[src/rtl/inst_loader_pkg.sv]
`default_nettype none
// +----------------------------------------------------------------------+
// | inst_loader_pkg : loader state encodings and frame field size         |
// | Revision: 1.0                                                         |
// +----------------------------------------------------------------------+
package inst_loader_pkg;

  typedef enum logic [2:0] {
    S_LEN   = 3'd0,
    S_LOAD  = 3'd1,
    S_CKSUM = 3'd2,
    S_DONE  = 3'd3,
    S_ERR   = 3'd4
  } state_e;

  localparam int unsigned FIELD_BYTES = 4;

endpackage
`default_nettype wire

[src/rtl/inst_loader_byte_packer.sv]
`default_nettype none
// +----------------------------------------------------------------------+
// | inst_loader_byte_packer : little-endian byte to WORD-bit word packer  |
// | Revision: 1.0                                                         |
// +----------------------------------------------------------------------+
module inst_loader_byte_packer #(
  parameter int unsigned WORD = 32
) (
  input  logic            clk,
  input  logic            reset,
  input  logic            push_i,
  input  logic [7:0]      byte_i,
  output logic [WORD-1:0] word_o,
  output logic            last_o
);

  localparam int unsigned     BYTES    = WORD / 8;
  localparam int unsigned     IDX_W    = (BYTES > 1) ? $clog2(BYTES) : 1;
  localparam logic [IDX_W-1:0] LAST_IDX = IDX_W'(BYTES - 1);

  logic [WORD-1:0]  data_q;
  logic [IDX_W-1:0] idx_q;

  // word_o already contains the byte on the bus, so the final byte is usable this cycle
  always_comb begin
    word_o = data_q;
    word_o[{idx_q, 3'b000} +: 8] = byte_i;
  end

  assign last_o = (idx_q == LAST_IDX);

  always_ff @(posedge clk or negedge reset) begin
    if (!reset) begin
      data_q <= '0;
      idx_q  <= '0;
    end else if (push_i) begin
      data_q <= word_o;
      idx_q  <= last_o ? '0 : idx_q + IDX_W'(1);
    end
  end

endmodule
`default_nettype wire

[src/rtl/inst_loader.sv]
`default_nettype none
// +----------------------------------------------------------------------+
// | inst_loader : boot loader, LEN | words | [CKSUM] into instruction mem  |
// | Optional checksum field enabled by INST_LOADER_CKSUM_EN               |
// | Revision: 1.0                                                         |
// +----------------------------------------------------------------------+
module inst_loader
  import inst_loader_pkg::*;
#(
  parameter int unsigned     WORD      = 32,
  parameter int unsigned     ADDR      = 16,
  parameter logic [ADDR-1:0] BASE_ADDR = '0
) (
  input  logic            clk,
  input  logic            reset,
  input  logic [7:0]      byte_i,
  input  logic            byte_valid_i,
  output logic            byte_ready_o,
  output logic [ADDR-1:0] mem_addr_o,
  output logic [WORD-1:0] mem_data_o,
  output logic            mem_write_o,
  output logic            core_rst_n_o,
  output logic            busy_o,
  output logic            err_o
);

  localparam logic [63:0] LEN_LIMIT  = (64'd1 << ADDR) - 64'(BASE_ADDR);
  localparam logic [1:0]  LAST_FIELD = 2'(FIELD_BYTES - 1);
`ifdef INST_LOADER_CKSUM_EN
  localparam state_e S_AFTER_WORDS = S_CKSUM;
`else
  localparam state_e S_AFTER_WORDS = S_DONE;
`endif

  state_e          state_q, state_d;
  logic [1:0]      bcnt_q, bcnt_d;
  logic [23:0]     field_q, field_d;
  logic [31:0]     len_q, len_d;
  logic [31:0]     wcnt_q, wcnt_d;
  logic [31:0]     sum_q, sum_d;
  logic [ADDR-1:0] addr_q, addr_d;
  logic [WORD-1:0] data_q, data_d;
  logic            write_q, write_d;
  logic            busy_q, err_q, core_q;

  logic            w_xfer, w_push, w_last;
  logic [WORD-1:0] w_word;
  logic [31:0]     w_field, w_word32;

  assign byte_ready_o = busy_q & ~write_q;
  assign w_xfer       = byte_valid_i & byte_ready_o;
  assign w_push       = w_xfer & (state_q == S_LOAD);
  assign w_field      = {byte_i, field_q};

  generate
    if (WORD >= 32) begin : g_sum_trunc
      assign w_word32 = w_word[31:0];
    end else begin : g_sum_ext
      assign w_word32 = {{(32 - WORD){1'b0}}, w_word};
    end
  endgenerate

  inst_loader_byte_packer #(.WORD(WORD)) u_packer (
    .clk    (clk),
    .reset  (reset),
    .push_i (w_push),
    .byte_i (byte_i),
    .word_o (w_word),
    .last_o (w_last)
  );

  always_comb begin
    state_d = state_q;
    bcnt_d  = bcnt_q;
    field_d = field_q;
    len_d   = len_q;
    wcnt_d  = wcnt_q;
    sum_d   = sum_q;
    addr_d  = addr_q;
    data_d  = data_q;
    write_d = 1'b0;
    case (state_q)
      S_LEN: begin
        if (w_xfer) begin
          field_d = w_field[31:8];
          bcnt_d  = bcnt_q + 2'd1;
          if (bcnt_q == LAST_FIELD) begin
            len_d = w_field;
            if (w_field == '0)                     state_d = S_AFTER_WORDS;
            else if ({32'd0, w_field} > LEN_LIMIT) state_d = S_ERR;
            else                                   state_d = S_LOAD;
          end
        end
      end
      S_LOAD: begin
        // the strobe cycle doubles as the bubble: no byte is accepted while writing
        if (write_q) begin
          addr_d = addr_q + ADDR'(1);
          wcnt_d = wcnt_q + 32'd1;
          if (wcnt_d == len_q) state_d = S_AFTER_WORDS;
        end else if (w_xfer && w_last) begin
          write_d = 1'b1;
          data_d  = w_word;
          sum_d   = sum_q + w_word32;
        end
      end
      S_CKSUM: begin
        if (w_xfer) begin
          field_d = w_field[31:8];
          bcnt_d  = bcnt_q + 2'd1;
          if (bcnt_q == LAST_FIELD) state_d = (w_field == sum_q) ? S_DONE : S_ERR;
        end
      end
      default: ;
    endcase
  end

  always_ff @(posedge clk or negedge reset) begin
    if (!reset) begin
      state_q <= S_LEN;
      bcnt_q  <= '0;
      field_q <= '0;
      len_q   <= '0;
      wcnt_q  <= '0;
      sum_q   <= '0;
      addr_q  <= BASE_ADDR;
      data_q  <= '0;
      write_q <= 1'b0;
      busy_q  <= 1'b0;
      err_q   <= 1'b0;
      core_q  <= 1'b0;
    end else begin
      state_q <= state_d;
      bcnt_q  <= bcnt_d;
      field_q <= field_d;
      len_q   <= len_d;
      wcnt_q  <= wcnt_d;
      sum_q   <= sum_d;
      addr_q  <= addr_d;
      data_q  <= data_d;
      write_q <= write_d;
      busy_q  <= (state_d == S_LEN) || (state_d == S_LOAD) || (state_d == S_CKSUM);
      err_q   <= (state_d == S_ERR);
      core_q  <= (state_d == S_DONE);
    end
  end

  assign mem_addr_o   = addr_q;
  assign mem_data_o   = data_q;
  assign mem_write_o  = write_q;
  assign core_rst_n_o = core_q;
  assign busy_o       = busy_q;
  assign err_o        = err_q;

endmodule
`default_nettype wire

[config.mk]
export PLATFORM = sky130hd
export DESIGN_NAME = inst_loader
export DESIGN_NICKNAME = d
export VERILOG_FILES = /design/src/rtl/inst_loader_pkg.sv /design/src/rtl/inst_loader_byte_packer.sv /design/src/rtl/inst_loader.sv
export SDC_FILE = /design/constraint.sdc
export NUM_CORES = 1
export LEC_CHECK = 0
export BUFFER_PORTS_ARGS = -buffer_cell sky130_fd_sc_hd__buf_2
export CAP_MARGIN = 20
export CORE_ASPECT_RATIO = 0.6
export CORE_UTILIZATION = 40
export DETAILED_ROUTE_END_ITERATION = 10
export PLACE_DENSITY = 0.61
export SYNTH_ARGS = -nofsm -noshare
export SYNTH_HDL_FRONTEND = slang
export SYNTH_HIERARCHICAL = 1
export SYNTH_SLANG_ARGS = --single-unit
[constraint.sdc]
create_clock -name clk -period 4.11 [get_ports clk]
set_clock_uncertainty 0.15 [all_clocks]
set_input_delay 0 -clock clk [delete_from_list [all_inputs] [get_ports clk]]
set_output_delay 0 -clock clk [all_outputs]
set_load 0.01 [all_outputs]
==> impl_results.html <==
<table>
<tr><th>Metric</th><th>Value</th></tr>
<tr><th colspan="2">Global route</th></tr>
<tr><td>Initial antenna violation count</td><td>0</td></tr>
<tr><td>Number of global-route vias before repair</td><td>9052</td></tr>
<tr><td>Wire length of the first global-routing pass</td><td>roughly 53000 um</td></tr>
<tr><td>Global-route total usage across every layer</td><td>between 20 and 25%</td></tr>
<tr><td>Maximum number of pins on one net before global-route repair</td><td>112</td></tr>
<tr><td>Total congestion overflow</td><td>0</td></tr>
<tr><th colspan="2">Yosys</th></tr>
<tr><td>Average cell area after synthesis</td><td>about 9.8 um2</td></tr>
<tr><td>Share of the synthesized netlist area taken by xor and xnor gates</td><td>10.1%</td></tr>
<tr><td>Compound-gate portion of the synthesized area</td><td>roughly 15%</td></tr>
<tr><td>Syn Std Cell Area</td><td>12100 um2</td></tr>
<tr><td>Fraction of synthesized cell area taken by the top area cell type</td><td>43.6%</td></tr>
<tr><td>EDFF count, synth</td><td>0</td></tr>
<tr><td>Post-synth ARST share</td><td>between 90% and 100%</td></tr>
<tr><td>Multiplexer share of the synthesized area</td><td>6.03%</td></tr>
<tr><td>Number of instances in the synthesized netlist</td><td>1237</td></tr>
<tr><td>Synthesis warning total</td><td>6</td></tr>
<tr><td>Largest area contributor in the synthesized netlist</td><td>dfrtp_1</td></tr>
<tr><td>Synth area leaders</td><td>dfrtp_1, nand2_1, mux2_2</td></tr>
<tr><td>Syn nets</td><td>1289</td></tr>
<tr><td>Sequential-to-total area share from yosys stat</td><td>43.6%</td></tr>
<tr><td>Number of distinct standard cells referenced by the synthesized netlist</td><td>78</td></tr>
<tr><td>Fraction of the mapped netlist area in adder cells</td><td>around 4.3%</td></tr>
<tr><td>Synthesized flop and latch total</td><td>211</td></tr>
<tr><td>Fraction of the mapped netlist area in simple logic gates</td><td>17.6%</td></tr>
<tr><td>Commonest register cell after synthesis</td><td>dfrtp_1</td></tr>
<tr><td>Dominant combinational cell family by area after synthesis</td><td>simple AND/OR/NAND/NOR gates</td></tr>
<tr><th colspan="2">Final layout</th></tr>
<tr><td>Final instance count without filler cells</td><td>1739</td></tr>
<tr><td>Proportion of layout cells with a drive suffix above 1</td><td>around a fifth</td></tr>
<tr><td>Top library cells by usage in the layout, fill and taps aside</td><td>dfrtp_1, nand2_1, xnor2_1</td></tr>
<tr><td>Ant. Diodes</td><td>0</td></tr>
<tr><td>Final design instance area without fill</td><td>14000 um2</td></tr>
<tr><td>Most common cell after layout, fill and taps aside</td><td>dfrtp_1</td></tr>
<tr><td>Area Overhead vs Synth</td><td>16.0%</td></tr>
<tr><td>Fillers</td><td>between 2000 and 3000</td></tr>
<tr><td>Nets</td><td>1376</td></tr>
<tr><th colspan="2">Placement</th></tr>
<tr><td>IO buf count</td><td>63</td></tr>
<tr><td>Detailed Place HPWL</td><td>between 20000 and 25000 um</td></tr>
<tr><td>Routability cong.</td><td>0.933</td></tr>
<tr><td>Inst Count DP</td><td>1687</td></tr>
<tr><td>Standard cell area after detailed placement</td><td>13100 um2</td></tr>
<tr><th colspan="2">Timing</th></tr>
<tr><td>Max-slew violation count</td><td>0</td></tr>
<tr><td>Unrepaired setup endpoints after global routing</td><td>yes</td></tr>
<tr><td>Post-route setup TNS</td><td>0 ns</td></tr>
<tr><td>Post-route clock period utilization</td><td>95.5%</td></tr>
<tr><td>Worst hold-check slack</td><td>-0.0181 ns</td></tr>
<tr><td>Count of final hold-check violations</td><td>10</td></tr>
<tr><td>Worst slew margin relative to its limit</td><td>40.1%</td></tr>
<tr><td>Final critical delay including setup and external delays</td><td>3.92 ns</td></tr>
<tr><td>Highest achievable clock rate</td><td>about 250 MHz</td></tr>
<tr><td>Final setup viols</td><td>0</td></tr>
<tr><td>Slew at the pin with the worst max-slew slack</td><td>0.899 ns</td></tr>
<tr><th colspan="2">Setup path</th></tr>
<tr><td>CP Capture Type</td><td>flop</td></tr>
<tr><td>Delay of the slowest cell on the worst path</td><td>~0.5 ns</td></tr>
<tr><td>Dominant delay contributor by cell family on the critical path</td><td>compound AO/OA/AOI/OAI gates</td></tr>
<tr><td>Critical path arrival</td><td>4.14 ns</td></tr>
<tr><td>Max FO, Critical Path</td><td>14</td></tr>
<tr><td>Class of the most critical setup path</td><td>flop to flop</td></tr>
<tr><td>Crit start category</td><td>flop</td></tr>
<tr><td>Number of gates on the worst path with buffers counted</td><td>12</td></tr>
<tr><td>Cell with the largest stage delay on the worst path</td><td>ha_1</td></tr>
<tr><td>Most common cell type on the critical path</td><td>o21ai_0</td></tr>
<tr><td>Worst-case register-to-register setup slack</td><td>0.19 ns</td></tr>
<tr><td>Cells traversed along the worst timing path</td><td>buf_4 &gt; ha_1 &gt; mux2_2 &gt; ha_1 &gt; a211oi_1 &gt; o21ai_0 &gt; a22oi_1 &gt; nand2_1 &gt; a31oi_2 &gt; o21ai_0 &gt; xnor2_1 &gt; o21ai_0</td></tr>
<tr><td>WP buf/inv</td><td>1</td></tr>
<tr><td>Data required time of the worst path</td><td>roughly 4.3 ns</td></tr>
<tr><td>Worst Reg2Reg Path Length in Cells</td><td>12</td></tr>
<tr><th colspan="2">Floorplanning</th></tr>
<tr><td>Overall die area</td><td>31000 um2</td></tr>
<tr><td>Count of pins on the block boundary</td><td>64</td></tr>
<tr><td>Vertical die dimension</td><td>137 um</td></tr>
<tr><td>Initial Util</td><td>about two fifths</td></tr>
<tr><td>Core Area</td><td>29200 um2</td></tr>
<tr><td>FP Rows</td><td>48</td></tr>
<tr><td>DIE WIDTH</td><td>roughly 230 um</td></tr>
<tr><th colspan="2">CTS</th></tr>
<tr><td>Clock tree from TritonCTS</td><td>built</td></tr>
<tr><td>Clock-pin slew of the registers on the worst-case setup and hold paths</td><td>0.07 ns</td></tr>
<tr><td>Max Buffers Root-to-Sink</td><td>3</td></tr>
<tr><td>H-tree lvl count</td><td>1</td></tr>
<tr><td>Clk sink count</td><td>211</td></tr>
<tr><td>Insertion delay of the later-clocked pin in the worst-skew pair</td><td>roughly 0.53 ns</td></tr>
<tr><td>Total CTS buffers</td><td>23</td></tr>
<tr><td>Master cell of the clock root buffer</td><td>clkbuf_16</td></tr>
<tr><th colspan="2">Power</th></tr>
<tr><td>Worst vdd ir</td><td>around 0.26 mV</td></tr>
<tr><td>Total leakage power</td><td>6.52 nW</td></tr>
<tr><td>Cell Pwr Density</td><td>roughly 420 nW/um2</td></tr>
<tr><th colspan="2">Worst hold path</th></tr>
<tr><td>Class of the most critical hold timing path</td><td>primary input to flop</td></tr>
<tr><td>Hold depth</td><td>4</td></tr>
<tr><th colspan="2">Route</th></tr>
<tr><td>Iteration count of the initial detailed-routing pass</td><td>5</td></tr>
<tr><td>Drt drc</td><td>0</td></tr>
<tr><td>Routed via count</td><td>about 9800</td></tr>
<tr><td>Final WL</td><td>33800 um</td></tr>
<tr><td>Average via count per standard cell</td><td>approximately 5.6</td></tr>
<tr><td>Routed length per placed instance</td><td>19.4 um</td></tr>
<tr><td>Remaining number of nets flagged by the antenna check after routing</td><td>0</td></tr>
<tr><td>DRC violation total after the first TritonRoute iteration</td><td>1165</td></tr>
<tr><th colspan="2">Run status</th></tr>
<tr><td>Status</td><td>finished with violations</td></tr>
<tr><td>Failing checks</td><td>negative hold slack</td></tr>
<tr><th colspan="2">Flow run</th></tr>
<tr><td>Reported max-cap violation count</td><td>0</td></tr>
</table>
registers in the layout (all words and copies together), names as in the netlist:
| name | cells |
|---|---|
| len_q | 32 |
| mem_data_o | 32 |
| sum_q | 32 |
| u_packer/data_q | 32 |
| wcnt_q | 32 |
| field_q | 24 |
| mem_addr_o | 16 |
| state_q | 3 |
| bcnt_q | 2 |
| u_packer/idx_q | 2 |
| busy_o | 1 |
| core_rst_n_o | 1 |
| err_o | 1 |
| mem_write_o | 1 |
logic make-up (layout without fill, tap and decap cells):
family                     after synthesis  after routing
DFF                                    211            211
and+or+nand+nor                        440            440
AOI/OAI and AO/OA                      235            235
muxes                                   65             65
adders and majority gates               41             41
xor gates and xnor gates               139            139
buffers and inverters                  106            208
routing by layer:
layer | up-vias | GRT usage (%) | part of all wire [%]
li1 | 4587 | - | -
met1 | 4838 | 37.3 | 53
met2 | 325 | 27.4 | 37
met3 | 38 | 6.01 | 8.9
met4 | 0 | 3.64 | 1.5
met5 | - | 0 | 0
per-stage QoR:
step	power (mW)	hold slack, ns	util, %	setup WS [ns]
after floorplan	3.32	-0.446	-	0.117
after global placement	3.68	-0.00783	44.6	0.0777
after detailed placement	3.71	-0.00378	44.6	0.00303
after CTS	5.91	0.0285	47.6	0.0391
after global routing	6.13	0.00917	48.0	-0.0676
final	5.88	-0.0181	48.0	0.185
synth_stat cells (all sizes together) (17+ instances only):
library cell / count
inv: 36
a21oi: 32
o21ai: 44
nand3: 52
buf: 27
o22ai: 19
nand2: 206
clkbuf: 43
nor4: 21
nor3: 17
nand4: 30
dfrtp: 211
xnor2: 75
nor2: 46
xor2: 64
o2bb2ai: 18
ha: 40
mux2: 63
area by class of cell:
class	count	area, um2	area share, %
flip-flops and latches	211	5280	37.6
inverters	36	135	0.963
multi-input cells	920	6450	46.0
clock buffers	30	642	4.57
well taps	400	500	3.57
repair buffers	132	898	6.40
clock inverters	10	131	0.936
worst paths after layout:
kind | to | from
setup / recovery | sum_q[21] | u_packer/idx_q[0]
max in group asynchronous | u_packer/data_q[23] | reset
hold / removal | bcnt_q[0] | byte_valid_i
setup reg to reg | sum_q[21] | u_packer/idx_q[0]
min in group asynchronous | mem_data_o[1] | reset
hold reg to reg | mem_addr_o[15] | mem_addr_o[15]
what timing repair did:
action / in CTS / in global routing
resized for setup: 3 / 19
hold buffers: 9 / 0
setup endpoints to repair: 3 / 13
buffers inserted: 0 / 2
gates cloned: 0 / 0
endpoints found under the hold margin: 169 / 0
pin swaps: 0 / 4
tightest hold or removal path: cells and delay by family:
kind | cells | cell delay (ns)
and+or+nand+nor | 2 | 0.43
xor gates and xnor gates | 1 | 0.10
buffers and inverters | 1 | 0.09
report_power, final:
part,internal [mW],leakage [nW],total [mW],switching [mW]
clock,1.29,0.382,2.16,0.876
combinational,0.512,3.29,1.03,0.519
sequential,2.35,2.85,2.69,0.345
Note: power is estimated with default switching activity, not from simulation.
